<file path="src/rtl/uart_rx_byte.sv">
// 8N1 UART receiver: 2-flop synchronizer, 3-sample mid-bit majority vote,
// one-entry holding register with valid/read handshake, framing and overrun pulses.
module uart_rx_byte #(
    parameter int unsigned CLKS_PER_BIT = 5208
) (
    input  logic       clk_50M,
    input  logic       reset_n,
    input  logic       uart_rxd,
    input  logic       rx_read,
    output logic [7:0] rx_data,
    output logic       rx_valid,
    output logic       rx_frame_err,
    output logic       rx_overrun,
    output logic       rx_busy
);

    localparam int unsigned HALF = CLKS_PER_BIT / 2;
    localparam int unsigned CW   = $clog2(CLKS_PER_BIT);

    localparam logic [CW-1:0] CNT_LAST = CW'(CLKS_PER_BIT - 1);
    localparam logic [CW-1:0] CNT_S0   = CW'(HALF - 1);
    localparam logic [CW-1:0] CNT_S1   = CW'(HALF);
    localparam logic [CW-1:0] CNT_VOTE = CW'(HALF + 1);

    typedef enum logic [2:0] {
        S_IDLE,
        S_START,
        S_DATA,
        S_STOP,
        S_BREAK
    } state_t;

    state_t        state, state_nx;
    logic          sync1, rxd_s;
    logic [CW-1:0] cnt;
    logic [2:0]    idx;
    logic          smp0, smp1;
    logic [7:0]    shreg;
    logic          vote, at_vote, at_last;
    logic          shift_en, load_byte, frame_bad;

    always_ff @(posedge clk_50M or negedge reset_n) begin
        if (!reset_n) begin
            sync1 <= 1'b1;
            rxd_s <= 1'b1;
        end else begin
            sync1 <= uart_rxd;
            rxd_s <= sync1;
        end
    end

    // The third sample is the current rxd_s, so the vote resolves at the edge ending cnt==HALF+1.
    assign vote    = (smp0 & smp1) | (smp0 & rxd_s) | (smp1 & rxd_s);
    assign at_vote = (cnt == CNT_VOTE);
    assign at_last = (cnt == CNT_LAST);

    always_ff @(posedge clk_50M or negedge reset_n) begin
        if (!reset_n) begin
            state <= S_IDLE;
        end else begin
            state <= state_nx;
        end
    end

    always_comb begin
        state_nx = state;
        case (state)
            S_IDLE:  if (!rxd_s) state_nx = S_START;
            S_START: begin
                if (at_vote && vote) state_nx = S_IDLE;
                else if (at_last)    state_nx = S_DATA;
            end
            S_DATA:  if (at_last && idx == 3'd7) state_nx = S_STOP;
            S_STOP:  if (at_vote) state_nx = vote ? S_IDLE : S_BREAK;
            S_BREAK: if (rxd_s) state_nx = S_IDLE;
            default: state_nx = S_IDLE;
        endcase
    end

    always_comb begin
        rx_busy   = (state != S_IDLE);
        shift_en  = (state == S_DATA) && at_vote;
        load_byte = (state == S_STOP) && at_vote && vote;
        frame_bad = (state == S_STOP) && at_vote && !vote;
    end

    always_ff @(posedge clk_50M or negedge reset_n) begin
        if (!reset_n) begin
            cnt   <= '0;
            idx   <= '0;
            smp0  <= 1'b1;
            smp1  <= 1'b1;
            shreg <= '0;
        end else begin
            if (state == S_IDLE || state_nx == S_IDLE || state_nx == S_BREAK || at_last) begin
                cnt <= '0;
            end else begin
                cnt <= cnt + 1'b1;
            end
            if (state == S_START && at_last) begin
                idx <= '0;
            end else if (state == S_DATA && at_last) begin
                idx <= idx + 1'b1;
            end
            if (cnt == CNT_S0) smp0 <= rxd_s;
            if (cnt == CNT_S1) smp1 <= rxd_s;
            if (shift_en) shreg <= {vote, shreg[7:1]};
        end
    end

    // A new byte landing in the same cycle as rx_read replaces the old one without overrun.
    always_ff @(posedge clk_50M or negedge reset_n) begin
        if (!reset_n) begin
            rx_data      <= '0;
            rx_valid     <= 1'b0;
            rx_frame_err <= 1'b0;
            rx_overrun   <= 1'b0;
        end else begin
            rx_frame_err <= frame_bad;
            rx_overrun   <= 1'b0;
            if (load_byte) begin
                rx_data    <= shreg;
                rx_valid   <= 1'b1;
                rx_overrun <= rx_valid & ~rx_read;
            end else if (rx_read) begin
                rx_valid <= 1'b0;
            end
        end
    end

endmodule

</file>
<file path="config.mk">
export PLATFORM = sky130hd
export DESIGN_NAME = uart_rx_byte
export DESIGN_NICKNAME = d
export VERILOG_FILES = /design/src/rtl/uart_rx_byte.sv
export SDC_FILE = /design/constraint.sdc
export NUM_CORES = 1
export LEC_CHECK = 0
export BUFFER_PORTS_ARGS = -buffer_cell sky130_fd_sc_hd__clkbuf_2
export CORE_MARGIN = 1.5
export CORE_UTILIZATION = 55
export CTS_BUF_LIST = sky130_fd_sc_hd__clkbuf_16
export DETAILED_ROUTE_END_ITERATION = 8
export PLACE_DENSITY = 0.76
export SKIP_LAST_GASP = 1
export SLEW_MARGIN = 20
export SYNTH_ARGS = -nofsm -noshare
export SYNTH_HDL_FRONTEND = slang
export SYNTH_SLANG_ARGS = --single-unit
</file>
<file path="constraint.sdc">
create_clock -name clk_50M -period 3.7 [get_ports clk_50M]
set_input_delay 0.185 -clock clk_50M [delete_from_list [all_inputs] [get_ports clk_50M]]
set_output_delay 0.185 -clock clk_50M [all_outputs]
set_load 0.05 [all_outputs]
</file>
# Word level (Yosys, flattened, before mapping)
# Index checks and enable logic that the tools add are counted.
[totals]
latchBits = 0
wordCells = 62
output_inout_bits = 12
ff_bits = 42
n_memories = 0
mem_bits_ro = 0
mem_bits_rw = 0
[op_classes]
n_addsub = 2
mux = 14
reduce_logical = 17
n_lt_le_gt_ge = 0
n_bitwise = 7
n_mul = 0
eq_ne = 10
n_div = 0
shifts = 0
[ops]
columns = ["cell", "count"]
rows = [
  ["13-bit by 12-bit equality test with 1-bit output (second input constant)", 3],
  ["3-bit 2-to-1 mux", 9],
  ["3-bit case mux with 5 select lines", 1],
  ["13-bit by 1-bit adder with 13-bit output (second input constant)", 1],
  ["13-bit equality test (second input constant)", 1],
  ["13-bit 2-to-1 mux", 1],
  ["3-bit equality test (second input constant)", 3],
  ["1-bit logical AND", 8],
  ["3-bit by 2-bit equality test with 1-bit output (second input constant)", 2],
  ["3-bit zero test", 2],
  ["1-bit bitwise AND", 4],
  ["2-bit nonzero test", 2],
  ["3-bit by 1-bit adder with 3-bit output (second input constant)", 1],
  ["3-bit by 1-bit equality test with 1-bit output (second input constant)", 1],
  ["1-bit logical OR", 3],
  ["1-bit 2-to-1 mux", 3],
  ["3-bit nonzero test", 1],
  ["1-bit bitwise OR", 2],
  ["1-bit zero test", 1],
  ["1-bit NOT", 1],
]

# Logic depth before layout (Yosys ltp)
[depth]
depth_word = 11
mapped_depth = 8
ltp_nobuf = 6

# Worst setup path before layout
# OpenSTA, ideal clock, no wires.
[synth_path]
path_type = "reg-to-reg"
startpoint = "register cnt[6]"
endpoint = "register shreg[0]"
required_time_ns = 3.575
slack_ns = 1.476
setup_ns = 0.125
stages_incl_launch_ff = 6
arrival_ns = 2.098
cell_sequence = "dfrtp_1 or4b_1 or4_1 or3_1 buf_6 mux2_4"
[synth_via]
elab_chain_len = 2
[synth_lines]
columns = ["item", "line", "source"]
rows = [
  ["start, declared", "35", "logic [CW-1:0] cnt;"],
  ["start signal, assigned", "98", "cnt <= cnt + 1'b1;"],
  ["13-bit by 12-bit equality test with 1-bit output", "54", "assign at_vote = (cnt == CNT_VOTE);"],
  ["1-bit logical AND", "82", "shift_en = (state == S_DATA) && at_vote;"],
  ["end signal, assigned", "107", "if (shift_en) shreg <= {vote, shreg[7:1]};"],
  ["end, declared", "38", "logic [7:0] shreg;"],
]
# Every way passes these cells.
# A chain may end at the register's enable or synchronous reset.

# Worst setup path in the final report
[layout_path]
startpoint = "register cnt[6]"
endpoint = "register cnt[6]"
[layout_via]
elab_chain_len = 9
[layout_lines]
columns = ["item", "line", "source"]
rows = [
  ["13-bit equality test / 13-bit by 12-bit equality test with 1-bit output (equally long branches)", "55, 54", ""],
  ["3-bit 2-to-1 mux (tied with other cells)", "71", "else if (at_last) state_nx = S_DATA;"],
  ["3-bit 2-to-1 mux (on tied branches)", "70, 73", ""],
  ["3-bit case mux with 5 select lines", "67", "case (state)"],
  ["3-bit zero test", "95", "if (state == S_IDLE || state_nx == S_IDLE || state_nx == S_BREAK || at_last) begin"],
  ["1-bit logical OR (3 in a row)", "95", ""],
  ["13-bit 2-to-1 mux *", "95", ""],
]
# Every way passes the cells marked *; elsewhere a longest branch is shown, timed or not.

==> results.txt <==
Among all cell types in the netlist, the one instantiated most often is sky130_fd_sc_hd__dfrtp_1. The xor and xnor area share after synthesis came out at 0.0439. The power per unit of standard cell area is 426 nW/um2. The initial antenna violation count came to 0. Post-CTS timing repair inserted 0 buffers for setup.

The number of distinct standard cells referenced by the synthesized netlist is 40. In this run the static leakage power is 1.08 nW. In this run, the number of DRC markers left after iteration 0 of detailed routing was 73. For the finished layout, the period the worst path requires is 2.58 ns. The number of hold-repair buffers added at the cts stage is 1. Ranked by instance count, the synthesized netlist is headed by sky130_fd_sc_hd__dfrtp_1, sky130_fd_sc_hd__nor2_1, sky130_fd_sc_hd__nand3_1, sky130_fd_sc_hd__mux2_2, sky130_fd_sc_hd__xor2_1. The post-synthesis instance area is 1990 um2.

The kind of end point of the critical path is a flip-flop. Across every metal layer, demand over resource in global routing totals 0.204. The initial standard-cell utilization of the core came out at 0.584. The sink count of the clock tree is 42.

The flow ran to the end, and the final reports show no timing, DRC or antenna violations. The H-tree generated during clock tree synthesis spans 2 levels. The first global-routing pass estimated 6250 um of wire. 0 antenna diodes ended up in the layout. Among all flip-flop cells after synthesis, the most frequent one is sky130_fd_sc_hd__dfrtp_1. The detailed-routing iteration count for the pre-antenna-repair pass is 4. After technology mapping, the gate count stands at 173. The combinational family with the most area after synthesis is simple AND/OR/NAND/NOR gates. The simple-gate portion of the synthesized area came out at 0.206.

The fraction of synthesized cell area taken by the top area cell type came out at 0.477. The fraction of final layout cells with drive strength greater than 1 is 0.262. In this run the worst path has a maximum fanout of 11. Counting flops with an async set or reset pin after synthesis yields a share of 1.00. The die outline area came out at 4000 um2. The final count of hold timing violations is 0.

The worst setup path is launched from a flip-flop. The cell sitting at the root of the clock tree is a sky130_fd_sc_hd__clkbuf_16. The number of vias after detailed routing is 1,345. In this run, placement finished with an instance count of 224.

The row count came out at 21. For this run, design rule violations remaining after detail routing come to 0. For this run, the slowest stage of the critical path takes 0.77 ns. The horizontal die dimension came out at 63.2 um. The boundary pin count is 16. The number of synthesized flops with an enable pin came out at 0.

The peak clock frequency supported by timing is 387 MHz. The average instance in the mapped netlist occupies 11.5 um2. Counting both buffers and inverters, the worst setup path holds a total of 0. The number of routed nets with antenna violations is 0. The headroom to the max-slew limit is 0.403. The largest net degree at the start of global routing came out at 43.

The fraction of the mapped netlist area in adder cells came out at 0.0364. On the critical path, the stage with the largest delay is an instance of sky130_fd_sc_hd__o211ai_1. The clock latency reported for the late side of the worst-skew pair came out at 0.28 ns.

In the finished design, the share of the clock period the worst path needs comes to 0.698. The area inside the core boundary came out at 3420 um2. The post-synthesis to final-layout area growth is 13.4%. The number of max-slew violations in the final report is 0. The die boundary height came out at 63.2 um.

The number of synthesis warnings came out at 0. The post-synthesis register bit count is 42. The measured slew at the worst slew-check pin came out at 0.892 ns.

Clock tree synthesis inserted a total of 5 buffers. The number of nets in the synthesized netlist is 182. The filler-free cell count of the finished design came out at 233. The post-synthesis sequential area ratio came out at 0.529. On the critical path the largest part of the delay comes from simple AND/OR/NAND/NOR gates.

The global placement routability congestion is 0.846. The arrival time of data at the critical path endpoint came out at 2.71 ns. The peak ir drop on the vdd network is 0.000347 V.

The via count of the first global-routing pass is 1,373. The buffer levels on the longest clock path came out at 2. Across the routed clock network, the largest skew measured is 0.00284 ns. The estimated wirelength of the detail-placed design came out at 2410 um. The tool flagged a number of max-cap violations equal to 0. The final net count is 195. In the post-synthesis netlist, the biggest area contributors are sky130_fd_sc_hd__dfrtp_1, sky130_fd_sc_hd__mux2_4, sky130_fd_sc_hd__mux2_2.

Setup total negative slack on the finished layout was measured at 0 ns. Setup violations remaining at the end of the flow were counted as 0. The via density per instance came out at 5.77.

The fill cell total of the finished layout is 260. The critical path in this run is classified as reg2reg. The post-cts sizing count came out at 0. The path class of the tightest hold or removal check is in2async. The data required time at the worst endpoint came out at 3.83 ns.

For this block, the routed nets add up to 3460 um of wire. Clock-pin slew was measured on the worst setup and hold paths at 0.06 ns. The sum of internal, switching and leakage power is 963 uW. Traced cell by cell, the critical path runs through or4b_1 -> or4_1 -> o211ai_1 -> nor2_1. Of all cell types, the one taking the most synthesized area is sky130_fd_sc_hd__dfrtp_1. The share of the synthesized area in compound gates (AO/OA/AOI/OAI) is 0.0364. Setup repair after global routing left no endpoint under its margin.

TritonCTS built the clock tree. Buffers placed on the I/O ports in this run total 15. The post-detailed-route wirelength per cell is 14.9 um. The remaining global-route overflow came out at 0. Of the post-synthesis cell area, the part taken by muxes is 0.117.
-- area by class of cell --
| type | count | area [um2] | area share |
|---|---|---|---|
| timing repair buffer | 16 | 85.1 | 0.0376 |
| multi-input combinational | 117 | 877 | 0.388 |
| clock inverter | 3 | 45.0 | 0.0199 |
| inverter | 4 | 15.0 | 0.00664 |
| sequential | 42 | 1060 | 0.467 |
| tap | 46 | 57.6 | 0.0255 |
| clock buffer | 5 | 125 | 0.0553 |
-- placed cells by master, fill, tap and decap left out, drive strengths merged, types with 4 or more instances in the layout --
cell type   n
nor3        4
clkbuf     19
nand4       7
nand3      13
nor2       16
o21ai       5
ha          5
xor2        9
or3         4
mux2       18
nand2       7
inv         4
dfrtp      38
dfstp       4
-- power by group --
group          total [mW]  leakage (nW)  switching, mW  internal (mW)
sequential          0.463         0.558       0.000966          0.462
clock               0.490        0.0760          0.173          0.318
combinational      0.0106         0.443        0.00873        0.00184
-- routing by layer --
metal  GRT usage  vias to the layer above  wire length (um)
met2       0.328                       46              1690
met4      0.0842                        0                50
met1       0.258                      651              1550
met5           0                        -                 0
li1            -                      643                 -
met3      0.0607                        5               170
-- metrics by stage --
step	util	setup WS, ns	hold slack [ns]	cell area (um2)
final	0.662	1.12	0.0156	2260
after global routing	0.662	0.935	0.100	2260
after CTS	0.662	1.13	0.0978	2260
after detailed placement	0.609	1.20	0.275	2080
after global placement	0.609	1.26	0.276	2080
after floorplan	-	1.48	-0.111	1990
-- path summary, 6_finish.rpt --
path / startpoint / end / slack, ns / depth (start not counted)
worst max-delay path: cnt[6]$_DFF_PN0_ / cnt[6]$_DFF_PN0_ / 1.12 / 4
worst min-delay path: reset_n / rx_data[2]$_DFFE_PN0P_ / 0.02 / 1
worst max register to register: cnt[6]$_DFF_PN0_ / cnt[6]$_DFF_PN0_ / 1.12 / 4
worst min register to register: sync1$_DFF_PN1_ / rxd_s$_DFF_PN1_ / 0.36 / 0
max in group asynchronous: reset_n / idx[1]$_DFFE_PN0P_ / 3.13 / 1
min in group clk_50M: rx_read / rx_overrun$_DFF_PN0_ / 0.10 / 2
-- kinds of logic (layout without fill, tap and decap cells) --
logic type | after synthesis | count (layout)
flip-flops | 42 | 42
AND/OR/NAND/NOR | 71 | 71
XOR/XNOR | 10 | 10
AO/OA/AOI/OAI | 12 | 12
buffers and inverters | 14 | 28
multiplexers | 18 | 18
adder cells (fa/ha/maj) | 6 | 6
-- flip-flops by register name (all words and copies together) (netlist names) --
register,flops
rx_valid,1
idx,3
smp0,1
shreg,8
rx_overrun,1
rxd_s,1
state,3
rx_data,8
cnt,13
smp1,1
sync1,1
rx_frame_err,1
(Power assumes the default switching activity.)
